File: config.mk
export PLATFORM = sky130hd
export DESIGN_NAME = mem_port_arbiter_flat
export DESIGN_NICKNAME = d
export VERILOG_FILES = /design/src/rtl/mem_port_arbiter_if.sv /design/src/rtl/mem_port_arbiter.sv /design/src/flat_wrapper.sv
export SDC_FILE = /design/constraint.sdc
export NUM_CORES = 1
export LEC_CHECK = 0
export ABC_AREA = 0
export BUFFER_PORTS_ARGS = -buffer_cell sky130_fd_sc_hd__buf_2
export CAP_MARGIN = 15
export CORE_AREA = 5 5 82 84
export CTS_CLUSTER_SIZE = 28
export DETAILED_ROUTE_END_ITERATION = 7
export DIE_AREA = 0 0 87 89
export GPL_ROUTABILITY_DRIVEN = 0
export GPL_TIMING_DRIVEN = 0
export PLACE_DENSITY_LB_ADDON = 0.25
export RECOVER_POWER = 100
export SYNTH_ARGS = -nofsm -noshare
export SYNTH_HDL_FRONTEND = slang
export SYNTH_SLANG_ARGS = --single-unit
File: constraint.sdc
create_clock -name clk -period 2.07 [get_ports clk]
set_input_delay 0.414 -clock clk [delete_from_list [all_inputs] [get_ports clk]]
set_output_delay 0.414 -clock clk [all_outputs]
set_load 0.02 [all_outputs]
File: src/rtl/mem_port_arbiter_if.sv
// Requester, clear-control and memory-side signals of the two-port memory arbiter.
// The arbiter takes the slave view; requesters and the memory sit on the master view.
interface mem_port_arbiter_if #(
   parameter int DEPTH = 32,
   parameter int WIDTH = 32
);
   localparam int AW = $clog2(DEPTH);

   logic             a_valid, a_ready, a_we, a_rvalid;
   logic [AW-1:0]    a_addr;
   logic [WIDTH-1:0] a_wdata, a_rdata;

   logic             b_valid, b_ready, b_we, b_rvalid;
   logic [AW-1:0]    b_addr;
   logic [WIDTH-1:0] b_wdata, b_rdata;

   logic             clr_start, clr_busy, clr_done;

   logic             mem_mode, mem_write_enable;
   logic [AW-1:0]    mem_address;
   logic [WIDTH-1:0] mem_data_in, mem_data_out;

   modport slave (
      input  a_valid, a_we, a_addr, a_wdata,
      input  b_valid, b_we, b_addr, b_wdata,
      input  clr_start, mem_data_out,
      output a_ready, a_rvalid, a_rdata,
      output b_ready, b_rvalid, b_rdata,
      output clr_busy, clr_done,
      output mem_mode, mem_write_enable, mem_address, mem_data_in
   );

   modport master (
      output a_valid, a_we, a_addr, a_wdata,
      output b_valid, b_we, b_addr, b_wdata,
      output clr_start, mem_data_out,
      input  a_ready, a_rvalid, a_rdata,
      input  b_ready, b_rvalid, b_rdata,
      input  clr_busy, clr_done,
      input  mem_mode, mem_write_enable, mem_address, mem_data_in
   );
endinterface

File: src/rtl/mem_port_arbiter.sv
// Round-robin arbiter sharing one register memory between requesters A and B,
// with read-response routing and a sequencer that clears every word to zero.
module mem_port_arbiter #(
   parameter int DEPTH   = 32,
   parameter int WIDTH   = 32,
   parameter int MEM_LAT = 2
) (
   input logic               clk,
   input logic               reset,
   mem_port_arbiter_if.slave bus
);
   localparam int AW = $clog2(DEPTH);

   typedef enum logic [1:0] {SERVE, CLEAR, DONE} state_t;
   typedef enum logic {PORT_A = 1'b0, PORT_B = 1'b1} port_t;
   typedef struct packed {
      logic  valid;
      port_t port;
   } resp_t;

   state_t           state;
   port_t            last_grant;
   logic [AW-1:0]    clr_cnt;
   logic             clr_busy_q, clr_done_q;
   resp_t            resp_pipe [MEM_LAT];
   resp_t            head;

   logic             grant_a, grant_b, xfer, xfer_we;
   logic [AW-1:0]    xfer_addr;
   logic [WIDTH-1:0] xfer_wdata;
   logic             a_rvalid, b_rvalid;

   // NOTE: every always_comb output gets a default first so no path can infer a latch.
   always_comb begin
      grant_a = 1'b0;
      grant_b = 1'b0;
      if (!reset && state == SERVE) begin
         if (bus.a_valid && bus.b_valid) begin
            grant_a = (last_grant == PORT_B);
            grant_b = (last_grant == PORT_A);
         end else begin
            grant_a = bus.a_valid;
            grant_b = bus.b_valid;
         end
      end
   end

   assign xfer       = grant_a || grant_b;
   assign xfer_we    = grant_b ? bus.b_we    : bus.a_we;
   assign xfer_addr  = grant_b ? bus.b_addr  : bus.a_addr;
   assign xfer_wdata = grant_b ? bus.b_wdata : bus.a_wdata;

   assign bus.a_ready = grant_a;
   assign bus.b_ready = grant_b;

   // Clear writes own the memory; otherwise the granted request drives it directly.
   always_comb begin
      bus.mem_mode         = 1'b1;
      bus.mem_write_enable = 1'b0;
      bus.mem_address      = '0;
      bus.mem_data_in      = '0;
      if (!reset && state == CLEAR) begin
         bus.mem_mode         = 1'b0;
         bus.mem_write_enable = 1'b1;
         bus.mem_address      = clr_cnt;
      end else if (xfer) begin
         bus.mem_address = xfer_addr;
         if (xfer_we) begin
            bus.mem_mode         = 1'b0;
            bus.mem_write_enable = 1'b1;
            bus.mem_data_in      = xfer_wdata;
         end
      end
   end

   assign head         = resp_pipe[MEM_LAT-1];
   assign a_rvalid     = !reset && head.valid && head.port == PORT_A;
   assign b_rvalid     = !reset && head.valid && head.port == PORT_B;
   assign bus.a_rvalid = a_rvalid;
   assign bus.b_rvalid = b_rvalid;
   assign bus.a_rdata  = a_rvalid ? bus.mem_data_out : '0;
   assign bus.b_rdata  = b_rvalid ? bus.mem_data_out : '0;
   assign bus.clr_busy = clr_busy_q;
   assign bus.clr_done = clr_done_q;

   // NOTE: state is updated with non-blocking assignments so every flop samples pre-edge values.
   always_ff @(posedge clk) begin
      if (reset) begin
         state      <= SERVE;
         last_grant <= PORT_B;
         clr_cnt    <= '0;
         clr_busy_q <= 1'b0;
         clr_done_q <= 1'b0;
         // NOTE: the response pipeline is reset so stale in-flight reads never pulse rvalid.
         for (int i = 0; i < MEM_LAT; i++) resp_pipe[i] <= '0;
      end else begin
         resp_pipe[0] <= '{valid: xfer && !xfer_we, port: grant_b ? PORT_B : PORT_A};
         for (int i = 1; i < MEM_LAT; i++) resp_pipe[i] <= resp_pipe[i-1];
         if (xfer) last_grant <= grant_b ? PORT_B : PORT_A;
         clr_done_q <= 1'b0;
         case (state)
            SERVE: begin
               if (bus.clr_start) begin
                  state      <= CLEAR;
                  clr_cnt    <= '0;
                  clr_busy_q <= 1'b1;
               end
            end
            CLEAR: begin
               clr_cnt <= clr_cnt + 1'b1;
               if (clr_cnt == AW'(DEPTH - 1)) begin
                  state      <= DONE;
                  clr_busy_q <= 1'b0;
                  clr_done_q <= 1'b1;
               end
            end
            DONE:    state <= SERVE;
            default: state <= SERVE;
         endcase
      end
   end
endmodule

File: src/flat_wrapper.sv
// flat-port wrapper written by rule: the top's interface ports become plain ports
module mem_port_arbiter_flat 
#(
   parameter int DEPTH   = 32,
   parameter int WIDTH   = 32,
   parameter int MEM_LAT = 2
)
  (clk, reset, bus_a_valid, bus_a_we, bus_a_addr, bus_a_wdata, bus_b_valid, bus_b_we, bus_b_addr, bus_b_wdata, bus_clr_start, bus_mem_data_out, bus_a_ready, bus_a_rvalid, bus_a_rdata, bus_b_ready, bus_b_rvalid, bus_b_rdata, bus_clr_busy, bus_clr_done, bus_mem_mode, bus_mem_write_enable, bus_mem_address, bus_mem_data_in);
  mem_port_arbiter_if #(.DEPTH(DEPTH), .WIDTH(WIDTH)) bus_i ();
  input logic clk;
  input logic reset;
  input wire logic [$bits(bus_i.a_valid)-1:0] bus_a_valid;
  input wire logic [$bits(bus_i.a_we)-1:0] bus_a_we;
  input wire logic [$bits(bus_i.a_addr)-1:0] bus_a_addr;
  input wire logic [$bits(bus_i.a_wdata)-1:0] bus_a_wdata;
  input wire logic [$bits(bus_i.b_valid)-1:0] bus_b_valid;
  input wire logic [$bits(bus_i.b_we)-1:0] bus_b_we;
  input wire logic [$bits(bus_i.b_addr)-1:0] bus_b_addr;
  input wire logic [$bits(bus_i.b_wdata)-1:0] bus_b_wdata;
  input wire logic [$bits(bus_i.clr_start)-1:0] bus_clr_start;
  input wire logic [$bits(bus_i.mem_data_out)-1:0] bus_mem_data_out;
  output wire logic [$bits(bus_i.a_ready)-1:0] bus_a_ready;
  output wire logic [$bits(bus_i.a_rvalid)-1:0] bus_a_rvalid;
  output wire logic [$bits(bus_i.a_rdata)-1:0] bus_a_rdata;
  output wire logic [$bits(bus_i.b_ready)-1:0] bus_b_ready;
  output wire logic [$bits(bus_i.b_rvalid)-1:0] bus_b_rvalid;
  output wire logic [$bits(bus_i.b_rdata)-1:0] bus_b_rdata;
  output wire logic [$bits(bus_i.clr_busy)-1:0] bus_clr_busy;
  output wire logic [$bits(bus_i.clr_done)-1:0] bus_clr_done;
  output wire logic [$bits(bus_i.mem_mode)-1:0] bus_mem_mode;
  output wire logic [$bits(bus_i.mem_write_enable)-1:0] bus_mem_write_enable;
  output wire logic [$bits(bus_i.mem_address)-1:0] bus_mem_address;
  output wire logic [$bits(bus_i.mem_data_in)-1:0] bus_mem_data_in;
  assign bus_i.a_valid = bus_a_valid;
  assign bus_i.a_we = bus_a_we;
  assign bus_i.a_addr = bus_a_addr;
  assign bus_i.a_wdata = bus_a_wdata;
  assign bus_i.b_valid = bus_b_valid;
  assign bus_i.b_we = bus_b_we;
  assign bus_i.b_addr = bus_b_addr;
  assign bus_i.b_wdata = bus_b_wdata;
  assign bus_i.clr_start = bus_clr_start;
  assign bus_i.mem_data_out = bus_mem_data_out;
  assign bus_a_ready = bus_i.a_ready;
  assign bus_a_rvalid = bus_i.a_rvalid;
  assign bus_a_rdata = bus_i.a_rdata;
  assign bus_b_ready = bus_i.b_ready;
  assign bus_b_rvalid = bus_i.b_rvalid;
  assign bus_b_rdata = bus_i.b_rdata;
  assign bus_clr_busy = bus_i.clr_busy;
  assign bus_clr_done = bus_i.clr_done;
  assign bus_mem_mode = bus_i.mem_mode;
  assign bus_mem_write_enable = bus_i.mem_write_enable;
  assign bus_mem_address = bus_i.mem_address;
  assign bus_mem_data_in = bus_i.mem_data_in;
  mem_port_arbiter #(.DEPTH(DEPTH), .WIDTH(WIDTH), .MEM_LAT(MEM_LAT)) u_core (.clk(clk), .reset(reset), .bus(bus_i));
endmodule
### Yosys cells after proc, flatten, opt, wreduce, memory -nomap -nowiden

Memory sizes are Yosys's and may differ from the RTL's.
Cells that the tools add are included.

| word-level totals | value |
|---|---|
| bits in registers | 10 |
| memory bits (writable) | 4 |
| input port bits | 113 |
| output and inout port bits | 109 |
| word-level logic and storage cells | 67 |
| memories | 1 |

Memory list:

| memory | words | width | rd ports | clocked after Yosys merged registers in | write ports | line | text |
|---|---|---|---|---|---|---|---|
| u_core.resp_pipe | 2 | 2 | 2 | 0 | 2 | mem_port_arbiter.sv:25 | `resp_t resp_pipe [MEM_LAT];` |

| cells by class | value |
|---|---|
| $add $sub $neg | 1 |
| equal/unequal tests | 4 |
| mux-type cells | 35 |
| bitwise gates (word level) | 5 |
| reductions and logical operators | 16 |

Operators by type and width:

| kind | number |
|---|---|
| 2-to-1 mux 32 bit | 6 |
| 2-to-1 mux 5 bit | 4 |
| 2-to-1 mux 1 bit | 18 |
| case mux 5 bit (2 select lines) | 1 |
| 2-to-1 mux 2 bit | 4 |
| logical AND 1 bit | 7 |
| adder 5 x 1 -> 5 bit (second input constant) | 1 |
| equality test 5 bit (second input constant) | 1 |
| inequality test 2 bit (second input constant) | 2 |
| case mux 2 bit (2 select lines) | 1 |
| AND reduction 2 bit | 2 |
| NOT 1 bit | 3 |
| AND reduction 3 bit | 1 |
| equality test 2 x 1 -> 1 bit (second input constant) | 1 |
| logical NOT 1 bit | 2 |
| logical NOT 2 bit | 1 |
| OR 1 bit | 2 |
| case mux 1 bit (2 select lines) | 1 |
| nonzero test 2 bit | 1 |
| OR reduction 2 bit | 1 |
| logical OR 1 bit | 1 |

### Logic depth before layout (Yosys ltp)

Gate-level depths: netlist of run 1.

| logic depth | value |
|---|---|
| word-level depth | 7 |
| depth in mapped cells | 6 |
| depth with buffers taken out | 6 |

### Least setup slack after synthesis of run 1

OpenSTA, ideal clock, no wires.

| timing | value |
|---|---|
| kind | in2out |
| start point | input port bus_b_valid |
| end point | output port bus_mem_mode |
| data arrival time | 1514 ps |
| data required time | 1656 ps |
| slack | 142 ps |
| stages on the path | 5 |
| path buffers | 2 |
| cell sequence | a21boi_4 > and3_1 > buf_2 > buf_4 > nor3_1 |

| between the ends | value |
|---|---|
| cells in the longest elaborated chain, start to end | 7 |
| elaborated cells between the ends (all ways) | 10 |
| classes of those cells | 8 x mux; 2 x reduce/logical |

Ends and longest elaborated chain:

| what | line | text |
|---|---|---|
| start, declared | flat_wrapper.sv:16 | `input wire logic [$bits(bus_i.b_valid)-1:0] bus_b_valid;` |
| logical AND 1 bit | mem_port_arbiter.sv:38 | `if (bus.a_valid && bus.b_valid) begin` |
| 2-to-1 mux 1 bit | mem_port_arbiter.sv:38 |  |
| 2-to-1 mux 1 bit | mem_port_arbiter.sv:37 | `if (!reset && state == SERVE) begin` |
| 2-to-1 mux 1 bit | mem_port_arbiter.sv:49 | `assign xfer_we = grant_b ? bus.b_we : bus.a_we;` |
| 2-to-1 mux 1 bit | mem_port_arbiter.sv:68 | `if (xfer_we) begin` |
| 2-to-1 mux 1 bit * | mem_port_arbiter.sv:66 | `end else if (xfer) begin` |
| 2-to-1 mux 1 bit * | mem_port_arbiter.sv:62 | `if (!reset && state == CLEAR) begin` |
| end, declared | flat_wrapper.sv:30 | `output wire logic [$bits(bus_i.mem_mode)-1:0] bus_mem_mode;` |

Every way passes the cells marked *; elsewhere a longest branch is shown, timed or not.

### Worst setup path after layout of run 1

| timing | value |
|---|---|
| start point | input port bus_b_valid |
| end point | output port bus_mem_data_in[3] |

| between the ends | value |
|---|---|
| cells in the longest elaborated chain, start to end | 7 |
| elaborated cells between the ends (all ways) | 11 |
| classes of those cells | 9 x mux; 2 x reduce/logical |

Ends and longest elaborated chain:

| what | line | text |
|---|---|---|
| logical AND 1 bit | mem_port_arbiter.sv:38 |  |
| 2-to-1 mux 1 bit | mem_port_arbiter.sv:38 |  |
| 2-to-1 mux 1 bit | mem_port_arbiter.sv:37 |  |
| 2-to-1 mux 32 bit / 2-to-1 mux 1 bit (equally long branches) | mem_port_arbiter.sv:51, mem_port_arbiter.sv:49 |  |
| 2-to-1 mux 32 bit | mem_port_arbiter.sv:68 |  |
| 2-to-1 mux 32 bit * | mem_port_arbiter.sv:66 |  |
| 2-to-1 mux 32 bit * | mem_port_arbiter.sv:62 |  |
| end, declared | flat_wrapper.sv:33 | `output wire logic [$bits(bus_i.mem_data_in)-1:0] bus_mem_data_in;` |

Marked as above.

==> run metrics, run 1 <==
num ports=222; CORE AREA=5851 sq um; WS Path Type=in -> out; part of the power in the clock network=27.0%; Num Clock Sinks=14; Initial Util=26.28%; skew final=0.001327 ns; FFs w/ async S/R, synth=0%; failing checks=negative setup slack; antenna diode count=0; Detailed Routing Iterations Pass 1=4; CP dominant cell by count=buf_6; Overflow after GRT=0; Max Clk Rate=473.4 MHz; Slew Limit Fails=0; fill count=573; Post-Syn Instances=196; H-tree depth=1; CP max-delay cell=a21boi_4; die height=89 um; max_slew headroom=66.60%; outcome=finished, violations left; Tmin final=2.112 ns; full die area=7743 sq um; Pleak=1.866 nW; Synthesized Nets=311; hold slack=0.3839 ns; std cell rows=28; PnR worst setup slack=-0.04219 ns; Nets=550; CP endpoint kind=output port; Avg Cell Area, Syn=7.846 sq um; GRT Util Overall=16.86%; Setup WS pre-CTS=-0.1499 ns; CTS Root Cell=clkbuf_8; Die W=87 um; DRC=0; Hold Path Class=in -> reg; remaining antenna violation count after routing=0; clock transition at the registers of the reported paths=0.06 ns; Final Util=54.96%; Worst Tran Pin Value=0.5000 ns; Hold Vio Cnt, Final=0; CP startpoint=bus_b_valid; Seq cells post-synth=14; Mapped Area=1538 sq um; post-synthesis sequential area ratio=18.23%; largest net degree at the start of global routing=11; Startpoint Class=input port; power after layout=962.8 uW; crit path DAT=1.70 ns; delay of the slowest critical-path stage=0.37 ns; drt initial violations=56; TritonCTS clock tree=yes; EDFF count, synth=0; RSZ-0062 raised after global routing=true; initial antenna violation count=0; dominant synthesized flop cell=dfxtp_1; maximum VDD drop=0.2428 mV; Max Cap Viol=0; sequential share of power=29.9%; count of cell types in the netlist=37; Psw=294.6 uW; Req. time, crit path=1.66 ns; final setup fails=21; hpwl dp=6.250 mm; largest fanout on the critical path=9; pwr/cell area=299.4 nW/um^2; setup TNS=-0.4048 ns; Synth warnings=0; CTS Buf Count=3; vias per cell=4.552; port bufs=221; area grow syn2layout=109.1%; first-pass GRT wire length=10.83 mm; switch share=30.59%; Worst-Skew Late Latency=0.24 ns; CTS Hold Bufs=0; P_int=668.2 uW; number of global-route vias before repair=2211; layout cell share with drive strength beyond 1=60.37%; crit-path cells=buf_2 > a21boi_4 > and3_4 > buf_6 > a22o_1 > buf_6; WL per Instance=15.52 um; Min-Delay Startpoint=bus_a_we; via count=2317; CTS max path bufs=2; Tcrit/Tclk final=102.0%; final wirelength=7.902 mm; Comb pwr share=43.1%; Critical R2R Launch=u_core.state[1]
## repair_timing
item,4_1_cts,5_1_grt
buffers inserted,8,3
cloned,3,2
pin swaps,6,15
setup endpoints to repair,69,69
resized for setup,62,43
## area by class of cell
type / instances / area, sq um / area share [%]
clock buffers: 4 / 55.05 / 1.712
multi-input cells: 163 / 1181 / 36.73
flip-flops and latches: 14 / 285.3 / 8.872
well taps: 75 / 93.84 / 2.918
plain buffers: 14 / 125.1 / 3.891
repair buffers: 236 / 1464 / 45.53
inverters: 3 / 11.26 / 0.3502
## synth_stat cells (2+ instances only)
library cell	n	area share (%)
a211oi_1	2	0.98
a21oi_1	2	0.65
a22o_1	31	18
a22oi_1	2	0.98
and2_1	67	27
and3_1	3	1.2
buf_4	5	2.4
buf_6	3	2.2
clkbuf_1	7	1.7
dfxtp_1	14	18
ha_1	2	1.6
inv_1	3	0.73
mux2i_1	6	3.9
nand2_1	9	2.2
nand3_1	3	0.98
nor2_1	4	0.98
nor2b_1	4	1.6
nor3b_1	2	0.98
o21ai_0	8	2.6
o21bai_1	2	0.98
## state kept, by name (all words and copies together) (netlist names)
register,cells
u_core.state,2
u_core.resp_pipe,4
u_core.bus.clr_done,1
u_core.clr_cnt,5
u_core.bus.clr_busy,1
u_core.last_grant,1
## worst paths after layout
check	to	slack (ns)	depth (start not counted)
worst max-delay path	bus_mem_data_in[3]	-0.04	6
worst min-delay path	u_core.resp_pipe[0][1]	0.38	2
worst max register to register	u_core.resp_pipe[0][1]	0.63	6
worst min register to register	u_core.resp_pipe[0][2]	0.43	1
## cells in the final DEF (no fill, tap or decap), types with 3 or more instances in the layout
cell,n
a22o_1,31
and2_1,67
buf_2,186
buf_4,12
buf_6,37
buf_8,4
clkbuf_1,4
clkbuf_2,4
clkbuf_8,4
dfxtp_1,12
inv_1,3
mux2i_1,6
nand2_1,9
nand3_1,3
nor2_1,4
nor2b_1,4
o21ai_0,3
o21ai_1,5
## power groups by stage
stage | Clock [mW] | Sequential [mW] | Combinational [mW]
2_1_floorplan | 0 | 0.294 | 0.162
3_3_place_gp | 0 | 0.292 | 0.332
3_5_place_dp | 0 | 0.293 | 0.338
4_1_cts | 0.270 | 0.289 | 0.384
5_1_grt | 0.282 | 0.289 | 0.444
6_report | 0.260 | 0.288 | 0.415
## through the flow
step	area [sq um]	instances
after floorplan	1538	196
after global placement	2738	492
after detailed placement	2738	492
after CTS	3063	505
after global routing	3216	509
final	3216	509
## kinds of logic (layout without fill, tap and decap cells)
kind of cell	count (synthesis)	in the layout	share of synthesized area, %
multiplexers	6	6	3.906
buffers and inverters	20	257	7.730
adder cells (fa/ha/maj)	2	2	1.627
flip-flops	14	14	18.23
AO/OA/AOI/OAI	51	51	27.09
AND/OR/NAND/NOR	103	104	41.42
## routing by layer
metal	vias to the layer above	GRT usage (%)	wire [um]
li1	1165	-	-
met1	1041	20.54	2888
met2	101	30.92	4223
met3	10	3.226	664
met4	0	3.116	126
met5	-	0	0
## worst max-delay path, delay by kind of cell
kind            cells  cell delay [ns]
compound gates      2             0.54
simple gates        1             0.33
buf+inv             3             0.41
Note: power is estimated with default switching activity, not from simulation.
==> run 2, diff against run 1 <==
--- a/config.mk
+++ b/config.mk
@@ -6,7 +6,7 @@
 export NUM_CORES = 1
 export LEC_CHECK = 0
 export ABC_AREA = 0
-export BUFFER_PORTS_ARGS = -buffer_cell sky130_fd_sc_hd__buf_2
+export BUFFER_PORTS_ARGS = -buffer_cell sky130_fd_sc_hd__clkbuf_2
 export CAP_MARGIN = 15
 export CORE_AREA = 5 5 82 84
 export CTS_CLUSTER_SIZE = 28
==> run 2 against run 1 <==
Compared with the run above:
- the flow still finishes with violations (negative setup slack)
- global-route usage grew 0.42 points
- setup slack worse by 0.031 ns
- sequential power barely moved
- critical path depth unchanged
- via count down 2.1%
- highest routed layer unchanged
==> run metrics, run 2 (same netlist as run 1, synthesis figures left out) <==
outcome=finished, violations left (unchanged); failing checks=negative setup slack (unchanged); final setup fails=31 (was 21); switch share=30.39% (was 30.59%); CTS Hold Bufs=0 (unchanged); CP max-delay cell=dfxtp_4 (was a21boi_4); commonest non-fill, non-tap cell in the layout=clkbuf_2 (was buf_2); number of global-route vias before repair=2225 (was 2211); Die W=87 um (unchanged); CTS Buf Count=3 (unchanged); Detailed Routing Iterations Pass 1=4 (unchanged); Tcrit/Tclk final=103.5% (was 102.0%); Pleak=1.707 nW (was 1.866 nW); Hold Path Class=in -> reg (unchanged); Regs by FF count=u_core.clr_cnt: 5 flops, u_core.resp_pipe: 4 flops, u_core.state: 2 flops (unchanged); Max Clk Rate=466.6 MHz (was 473.4 MHz); max_slew headroom=63.17% (was 66.60%); area grow syn2layout=97.72% (was 109.1%); GRT Util Overall=17.28% (was 16.86%); CORE AREA=5851 sq um (unchanged); drt initial violations=40 (was 56); delay of the slowest critical-path stage=0.35 ns (was 0.37 ns); Final Util=51.97% (was 54.96%); Setup WS pre-CTS=-0.2251 ns (was -0.1499 ns); pwr/cell area=301.9 nW/um^2 (was 299.4 nW/um^2); sequential share of power=31.3% (was 29.9%); hold slack=0.3879 ns (was 0.3839 ns); Overflow after GRT=0 (unchanged); largest fanout on the critical path=10 (was 9); crit path DAT=1.73 ns (was 1.70 ns); TritonCTS clock tree=yes (unchanged); Min-Delay Startpoint=bus_a_we (unchanged); antenna diode count=0 (unchanged); Worst Tran Pin Value=0.5500 ns (was 0.5000 ns); fill count=590 (was 573); setup TNS=-1.273 ns (was -0.4048 ns); vias per cell=4.529 (was 4.552); full die area=7743 sq um (unchanged); die height=89 um (unchanged); Critical R2R Launch=u_core.state[1] (unchanged); CP startpoint=u_core.state[0] (was bus_b_valid); WS Path Type=reg -> out (was in -> out); RSZ-0062 raised after global routing=true (unchanged); DRC=0 (unchanged); final instance area=3040 sq um (was 3216 sq um); part of the power in the clock network=28.3% (was 27.0%); WL per Instance=14.90 um (was 15.52 um); Area after DPL=2738 sq um (unchanged); # placed instances=492 (unchanged); num ports=222 (unchanged); power after layout=918.0 uW (was 962.8 uW); Num Clock Sinks=14 (unchanged); layout cell share with drive strength beyond 1=56.81% (was 60.37%); H-tree depth=1 (unchanged); Worst-Skew Late Latency=0.24 ns (about the same); Req. time, crit path=1.66 ns (about the same); Startpoint Class=flip-flop (was input port); Initial Util=26.28% (unchanged); hpwl dp=6.277 mm (was 6.250 mm); P_int=639.1 uW (was 668.2 uW); CP top delay family=simple AND/OR/NAND/NOR gates (was compound AO/OA/AOI/OAI gates); maximum VDD drop=0.2677 mV (was 0.2428 mV); clock transition at the registers of the reported paths=0.06 ns (about the same); largest net degree at the start of global routing=11 (unchanged); remaining antenna violation count after routing=0 (unchanged); skew final=0.001210 ns (was 0.001327 ns); crit-path cells=nor3_4 > and4_1 > buf_6 > buf_6 > a22o_1 > clkbuf_4 (was buf_2 > a21boi_4 > and3_4 > buf_6 > a22o_1 > buf_6); final wirelength=7.464 mm (was 7.902 mm); Comb pwr share=40.4% (was 43.1%); Critical path buffers and inverters=3 (unchanged); initial antenna violation count=0 (unchanged); CTS max path bufs=2 (unchanged); Hold Vio Cnt, Final=0 (unchanged); via count=2269 (was 2317); Psw=279.0 uW (was 294.6 uW); Tmin final=2.143 ns (was 2.112 ns); CP endpoint kind=output port (unchanged); CP dominant cell by count=buf_6 (unchanged); Top reg by flops=u_core.clr_cnt (unchanged); fin cells=501 (was 509); max reg flops=5 (unchanged); first-pass GRT wire length=10.98 mm (was 10.83 mm); std cell rows=28 (unchanged); CTS Root Cell=clkbuf_8 (unchanged); Max Cap Viol=0 (unchanged); port bufs=221 (unchanged); Slew Limit Fails=0 (unchanged); PnR worst setup slack=-0.07319 ns (was -0.04219 ns); commonest non-fill, non-tap cells in the layout=clkbuf_2, and2_1, a22o_1 (was buf_2, and2_1, buf_6); Nets=542 (was 550)
run 2: metal layers:
metal | vias to the layer above | wire length [um] | track usage [%]
li1 | 1154 | - | -
met5 | - | 0 | 0
met4 | 0 | 82 | 3.683
met3 | 8 | 674 | 3.963
met2 | 107 | 4142 | 32.99
met1 | 1000 | 2565 | 19.44
run 2: layout make-up:
type / instances / area (sq um) / share of cell area [%]
Timing Repair Buffer: 228 / 1328 / 43.66
Multi-Input combinational cell: 162 / 1142 / 37.57
Sequential cell: 14 / 287.8 / 9.465
Buffer: 15 / 122.6 / 4.033
Tap cell: 75 / 93.84 / 3.086
Clock buffer: 4 / 55.05 / 1.811
Inverter: 3 / 11.26 / 0.3704
run 2: final timing paths:
check / slack, ns / endpoint / cells after the start
min reg2reg: 0.43 / u_core.resp_pipe[0][2] / 1
min: 0.39 / u_core.resp_pipe[0][1] / 2
max reg2reg: 0.47 / u_core.clr_cnt[3] / 5
max: -0.07 / bus_mem_data_in[28] / 6
run 2: power groups by stage:
stage	combinational [mW]	sequential (mW)	clock, mW
CTS	0.371	0.287	0.271
finish	0.371	0.287	0.260
global placement	0.333	0.292	0
floorplan	0.162	0.294	0
global route	0.404	0.289	0.289
detailed placement	0.338	0.293	0
run 2: worst register-to-register path: stages, from the launching register on:
cell	delay, ns
dfxtp_4	0.35
clkbuf_1	0.12
clkbuf_1	0.16
and2b_1	0.27
or3b_2	0.45
a31oi_1	0.17
run 2: repair_timing:
item	CTS	global route
buffers inserted	6	0
gates resized for setup	59	18
setup endpoints to repair	69	91
cloned	1	0
pin swaps	9	5
